## config.mk

```make
export PLATFORM = sky130hd
export DESIGN_NAME = elevator_call_scheduler
export DESIGN_NICKNAME = d
export VERILOG_FILES = /design/src/rtl/elevator_call_scheduler.sv
export SDC_FILE = /design/constraint.sdc
export NUM_CORES = 1
export LEC_CHECK = 0
export CAP_MARGIN = 20
export CELL_PAD_IN_SITES_DETAIL_PLACEMENT = 0
export CELL_PAD_IN_SITES_GLOBAL_PLACEMENT = 1
export CORE_UTILIZATION = 42
export CTS_BUF_LIST = sky130_fd_sc_hd__clkbuf_16
export CTS_CLUSTER_SIZE = 14
export DETAILED_ROUTE_END_ITERATION = 8
export GPL_ROUTABILITY_DRIVEN = 0
export HOLD_SLACK_MARGIN = 0.1
export PLACE_DENSITY_LB_ADDON = 0.12
export SETUP_SLACK_MARGIN = 0.3
export SLEW_MARGIN = 20
export SYNTH_ARGS = -nofsm -noshare
export SYNTH_HDL_FRONTEND = slang
export SYNTH_SLANG_ARGS = --single-unit
```

## constraint.sdc

```tcl
create_clock -name clk -period 2.5 [get_ports clk]
set_clock_uncertainty 0.05 [all_clocks]
set_input_delay 0.5 -clock clk [delete_from_list [all_inputs] [get_ports clk]]
set_output_delay 0.5 -clock clk [all_outputs]
set_load 0.03 [all_outputs]
```

## src/rtl/elevator_call_scheduler.sv

```systemverilog
// SCAN-style call scheduler for a 4-floor car: latches calls, sequences travel and door timers.
// Latency: door opens the cycle after a call at an idle floor; no backpressure, calls sampled every cycle.
module elevator_call_scheduler #(
    parameter int TRAVEL_CYCLES = 8,
    parameter int DOOR_CYCLES   = 6,
    parameter int TMR_W         = 8
) (
    input  logic       clk,
    input  logic       rst,
    input  logic [3:0] call,
    input  logic       door_hold,
    output logic [1:0] floor,
    output logic       dir,
    output logic       moving,
    output logic       door_open,
    output logic       arrive,
    output logic [3:0] pending
);

    typedef enum logic [1:0] {
        IDLE = 2'd0,
        MOVE = 2'd1,
        DOOR = 2'd2
    } state_t;

    localparam logic [TMR_W-1:0] TRAVEL_LOAD = TMR_W'(TRAVEL_CYCLES - 1);
    localparam logic [TMR_W-1:0] DOOR_LOAD   = TMR_W'(DOOR_CYCLES - 1);
    localparam logic [TMR_W-1:0] TMR_ONE     = TMR_W'(1);

    state_t           state, state_nxt;
    logic [1:0]       floor_nxt;
    logic             dir_nxt;
    logic [TMR_W-1:0] timer, timer_nxt;
    logic             arrive_nxt;
    logic [3:0]       clr;
    logic [3:0]       req;
    logic [3:0]       floor_oh;
    logic [3:0]       next_oh;
    logic [1:0]       step_floor;
    logic             above;
    logic             below;

    // Same-cycle calls count as requests so an idle car reacts on the very next edge.
    assign req        = pending | call;
    assign floor_oh   = 4'b0001 << floor;
    assign above      = |(req & (4'b1110 << floor));
    assign below      = |(req & ~(4'b1111 << floor));
    assign step_floor = dir ? (floor - 2'd1) : (floor + 2'd1);
    assign next_oh    = 4'b0001 << step_floor;

    assign moving    = (state == MOVE);
    assign door_open = (state == DOOR);

    always_comb begin
        state_nxt  = state;
        floor_nxt  = floor;
        dir_nxt    = dir;
        timer_nxt  = timer;
        arrive_nxt = 1'b0;
        clr        = 4'b0000;
        case (state)
            IDLE: begin
                if (req[floor]) begin
                    state_nxt = DOOR;
                    clr       = floor_oh;
                    timer_nxt = DOOR_LOAD;
                end else if (above && (!dir || !below)) begin
                    dir_nxt   = 1'b0;
                    state_nxt = MOVE;
                    timer_nxt = TRAVEL_LOAD;
                end else if (below) begin
                    dir_nxt   = 1'b1;
                    state_nxt = MOVE;
                    timer_nxt = TRAVEL_LOAD;
                end
            end
            MOVE: begin
                if (timer != '0) begin
                    timer_nxt = timer - TMR_ONE;
                end else begin
                    floor_nxt  = step_floor;
                    arrive_nxt = 1'b1;
                    if (|(req & next_oh)) begin
                        state_nxt = DOOR;
                        clr       = next_oh;
                        timer_nxt = DOOR_LOAD;
                    end else begin
                        timer_nxt = TRAVEL_LOAD;
                    end
                end
            end
            DOOR: begin
                // A call for the floor the door is already open at only extends the dwell.
                clr = floor_oh;
                if (door_hold || call[floor]) begin
                    timer_nxt = DOOR_LOAD;
                end else if (timer != '0) begin
                    timer_nxt = timer - TMR_ONE;
                end else begin
                    state_nxt = IDLE;
                end
            end
            default: begin
                state_nxt = IDLE;
            end
        endcase
    end

    always_ff @(posedge clk or posedge rst) begin
        if (rst) begin
            state   <= IDLE;
            floor   <= 2'd0;
            dir     <= 1'b0;
            timer   <= '0;
            arrive  <= 1'b0;
            pending <= 4'b0000;
        end else begin
            state   <= state_nxt;
            floor   <= floor_nxt;
            dir     <= dir_nxt;
            timer   <= timer_nxt;
            arrive  <= arrive_nxt;
            pending <= req & ~clr;
        end
    end

endmodule

```

# Yosys cells after proc, flatten, opt, wreduce, memory -nomap -nowiden
# Index checks and enable logic that the tools add are counted.
# classes
n_addsub	3
magnitude_cmp	1
n_eq_ne	8
shift	4
muxes	29
bitwise_logic	9
n_reduce_logical	16
# ops
cell	n
$mux W8	6
$pmux W8 S3	1
$mux W2	9
$and A4 B4 Y4	4
$mux W4	3
$pmux W4 S3	1
$reduce_or A4 Y1	3
$not A4 Y4	2
$reduce_bool A8 Y1	1
$shl A1 B2 Y4 const A	2
$shl A4 B2 Y4 const A	2
$sub A8 B1 Y8 const B	1
$mux W1	6
$ne A2 B2 Y1 const B	3
$pmux W2 S3	1
$reduce_and A3 Y1	2
$reduce_and A5 Y1	1
$bmux W1 S2	2
$ne A4 B4 Y1 const B	1
$or A4 B4 Y4	1
$lt A2 B3 Y1 const B	1
$ne A3 B1 Y1 const B	1
$reduce_bool A3 Y1	1
$add A2 B1 Y2 const B	1
other kinds (11)	14
# word_totals
reg_bits	18
in_bits	7
out_inout_bits	10
wordCells	76

# Depth between registers and ports, before layout
# depth
word_depth	10
mapped_depth	9
mapped_depth_nobuf	8

# Worst setup path after synthesis
# Ideal clock, no wire load.
# synth_timing
path_type	reg2reg
start	register floor[0]
end	register timer[6]
setup_ns	0.126
arrival_time_ns	2.245
t_required_ns	2.324
slack_ns	0.079
stages_incl_launch_ff	7
path_buffers	1
period_less_slack_ns	2.421
path_cell_list	dfrtp_1 buf_6 mux4_2 or3b_4 o21ai_4 nor3b_1 a221o_1
# synth_via
elab_chain_cells	10
word_cells_on_any_way	22
classes_between	eq/ne: 2; shift: 2; mux: 8; bitwise: 3; reduce/logical: 7
# synth_lines
element	line	source
start, declared	12	output logic [1:0] floor,
start signal, assigned	119	floor <= floor_nxt;
$shl A4 B2 Y4	47	assign below = |(req & ~(4'b1111 << floor));
$not A4 Y4	47	
$and A4 B4 Y4	47	
$reduce_or A4 Y1	47	
$logic_not A1 Y1	67	end else if (above && (!dir || !below)) begin
$logic_or A1 B1 Y1	67	
$logic_and A1 B1 Y1	67	
$mux W8	67	
$mux W8	63	if (req[floor]) begin
$pmux W8 S3	61	case (state)
end signal, assigned	121	timer <= timer_nxt;
end, declared	33	logic [TMR_W-1:0] timer, timer_nxt;
# Several ways; a longest one is shown, not always the timed one. The select of a mux whose other input is x is not followed.
# A chain may end at the register's enable or synchronous reset.

# Worst setup path in the final report
# layout_timing
start	register floor[1]
end	output port floor[1]
# No word-level cell between the ends.

==> results.txt <==
status: finished, final reports clean
metal2 WL: 1.867 mm
Area Growth Syn to Fin: 37.47%
die area: 3575 um^2
Final min period: 2.155 ns
total number of vias: 1,458
Post-Layout Inst Area: 1928 um^2
max-slew violations: 0
Initial DRT Pass Iterations: 4
fillers: 289
multiplexer share of the synthesized area: 3.211%
clk sinks: 18
critical path startpoint category: flop
Tot Pwr: 2.339 mW
Mapped Area: 1403 um^2
M1 wire length: 1.747 mm
CP Class: reg2out
Adder-Cell Fraction of Synth Area: 8.921%
number of vias per cell: 5.951
top_reg_cell synth: dfrtp_1
sequential cell area fraction in the yosys report: 32.11%
H-Tree Depth: 1
routed wire length: 3.915 mm
Met3 Routed Length: 197 um
critical path arrival: 1.61 ns
register area: 452.9 um^2
clk_lat worst skew: 0.25 ns
largest family of logic cells by synthesized area: compound AO/OA/AOI/OAI gates
worst reg2reg path endpoint: timer[6]$_DFFE_PP0P_
share of cells above drive strength 1: 30.85%
Top Metal Used: met4
Final Instance Count excl. Fillers: 245
path depth of the worst reg2reg path: 5
Crit Path Max Fanout: 9
DP Worst Slack: -0.2809 ns
Max Buffers Root-to-Sink: 2
Num CTS Buffers: 3
clk slew on worst S/H paths: 0.06 ns
I/O Pins: 17
vias in the first global route: 1,367
RSZ-0062 raised after global routing: yes
Max Cap Viol: 0
Peak VDD IR: 0.5549 mV
area occupied by multi-input gates: 939.7 um^2
placed cells: 234
Yosys reg bits: 18
placed instance area: 1750 um^2
All-Layer GR Usage: 24.56%
IO buf count: 16
hold crit path type: reg2reg
Antenna Nets Post-Route: 0
Synth Area in Simple Gates: 22.21%
Slew @ Worst Pin: 0.7384 ns
worst setup path endpoint: floor[1]
core footprint: 3103 um^2
delay of the slowest cell on the worst path: 0.66 ns
reg2reg start: floor[0]$_DFFE_PP0P_
die span in x: 59.79 um
post-DP HPWL: 2.800 mm
synth unique cells: 45
leakage power: 0.8514 nW
Clock Tree Root: clkbuf_16
power per cell area: 1213 nW/um^2
Setup crit end kind: output port
Post-synth ARST share: 100.0%
initial antenna violation count: 0
Synth Warn #: 0
Max Clock Freq: 464.0 MHz
syn avg cell area: 8.877 um^2
EDFF count, synth: 0
Post-Syn Nets: 175
XOR/XNOR share of the synthesized area: 1.249%
Rows: 20
CTS tree: yes
final hold violations: 0
Hold Path Origin: timer[5]$_DFFE_PP0P_
number of antenna diodes: 0
DRC: 0
first-pass GRT wire length: 6.479 mm
Synth Area in Compound Gates: 26.58%
Slowest cell on crit path: clkdlybuf4s50_1
Hold Slack: 0.5003 ns
Tcrit/Tclk final: 86.21%
fin nets: 219
CP Cell Sequence: buf_4 > clkdlybuf4s50_1
die height: 59.79 um
Initial Util: 45.20%
grt ovf: 0
DR iter-0 viols: 99
final setup fails: 0
slack of the critical path: 0.3448 ns
Crit. Startpoint: floor[1]$_DFFE_PP0P_
relative slew slack: 50.72%
CP Data Required Time: 1.95 ns
Reg2Reg Setup Slack: 0.35 ns
Gate Count Post-Synth: 158
post-DR wirelength/cell: 15.98 um
largest net degree at the start of global routing: 19
registers in the layout, summed over array words and instances (netlist names):
name	cells
dir	1
timer	8
arrive	1
floor	2
pending	4
state	2
layout by cell type, fill, tap and decap left out, types with 2 or more instances in the layout:
cell	count
mux4_2	2
nand2b_1	2
a211o_1	2
nand3_1	2
nand3b_1	2
dfrtp_1	16
nor4_1	4
nor3_1	2
clkbuf_2	4
a21oi_1	8
o21ai_0	11
a221o_1	3
ha_1	10
buf_4	29
o22ai_1	2
and3_2	3
dfrtp_2	2
a221oi_1	4
inv_1	12
a32o_1	2
clkdlybuf4s50_1	11
nor3b_2	2
or2_2	4
a211oi_1	3
nor3b_1	2
clkbuf_16	3
nor2_1	14
nand2_1	13
a211o_2	2
metrics by stage:
| stage | setup TNS [ns] | utilization, % |
|---|---|---|
| after floorplan | 0 | - |
| after global placement | -1.786 | 56.41 |
| after detailed placement | -2.609 | 56.41 |
| after CTS | 0 | 60.56 |
| after global routing | 0 | 62.14 |
| final | 0 | 62.14 |
layout make-up:
cell class | count | share of cell area (%)
inverter | 12 | 2.336
clock inverter | 1 | 0.1947
clock buffer | 3 | 3.894
timing repair buffer | 45 | 18.49
sequential | 18 | 23.49
multi-input combinational | 122 | 48.73
tap | 44 | 2.855
where the power goes:
part	internal (mW)	switching, mW
Clock	0.213	0.124
Combinational	0.708	0.790
Sequential	0.383	0.120
Total	1.30	1.03
worst min-delay path by stage:
stage | end | slack [ns] | depth (start not counted)
after global routing | timer[7]$_DFFE_PP0P_ | 0.53 | 1
after CTS | timer[7]$_DFFE_PP0P_ | 0.50 | 1
after floorplan | arrive$_DFF_PP0_ | 0.39 | 1
after detailed placement | timer[7]$_DFFE_PP0P_ | 0.48 | 1
after global placement | timer[7]$_DFFE_PP0P_ | 0.47 | 1
final | timer[5]$_DFFE_PP0P_ | 0.50 | 2
synth_stat cells, types with 2 or more instances:
cell	instances	area, um^2
dfrtp_1	18	450.4
nor2_1	14	52.55
nand2_1	13	48.80
inv_1	12	45.04
o21ai_0	12	60.06
ha_1	10	125.1
a21oi_1	9	45.04
nor4_1	5	31.28
or2_2	5	31.28
a211oi_1	4	30.03
a221oi_1	4	35.03
nor3b_1	4	30.03
a221o_1	3	30.03
clkbuf_1	3	11.26
a211o_1	2	17.52
a211o_2	2	20.02
a32o_1	2	20.02
and3_1	2	12.51
and3_2	2	15.01
mux4_2	2	45.04
nand2b_1	2	12.51
nand3_1	2	10.01
nand3b_1	2	15.01
nor3_1	2	10.01
o22ai_1	2	12.51
routing by layer:
metal  GRT usage [%]  vias to the layer above
li1                -                      679
met1           32.53                      708
met2           38.89                       60
met3           3.247                       11
met4           12.62                        0
met5               0                        -
worst max-delay path, delay by kind of cell (launching register included):
family | cells | cell delay [ns]
buffers and inverters | 2 | 0.83
DFF | 1 | 0.51
cells by family (layout without fill, tap and decap cells):
logic type	after synthesis	in the layout
buffers and inverters	18	61
AO/OA/AOI/OAI	50	50
adder cells (fa/ha/maj)	10	10
XOR/XNOR	2	2
multiplexers	2	2
AND/OR/NAND/NOR	58	58
flip-flops	18	18
timing repair:
item                       in CTS  in global routing
setup buffers                   3                  4
setup endpoints to repair      15                 13
hold buffers                    0                  0
pin swaps                       5                 10
resized for setup              15                 11
(Power assumes the default switching activity.)
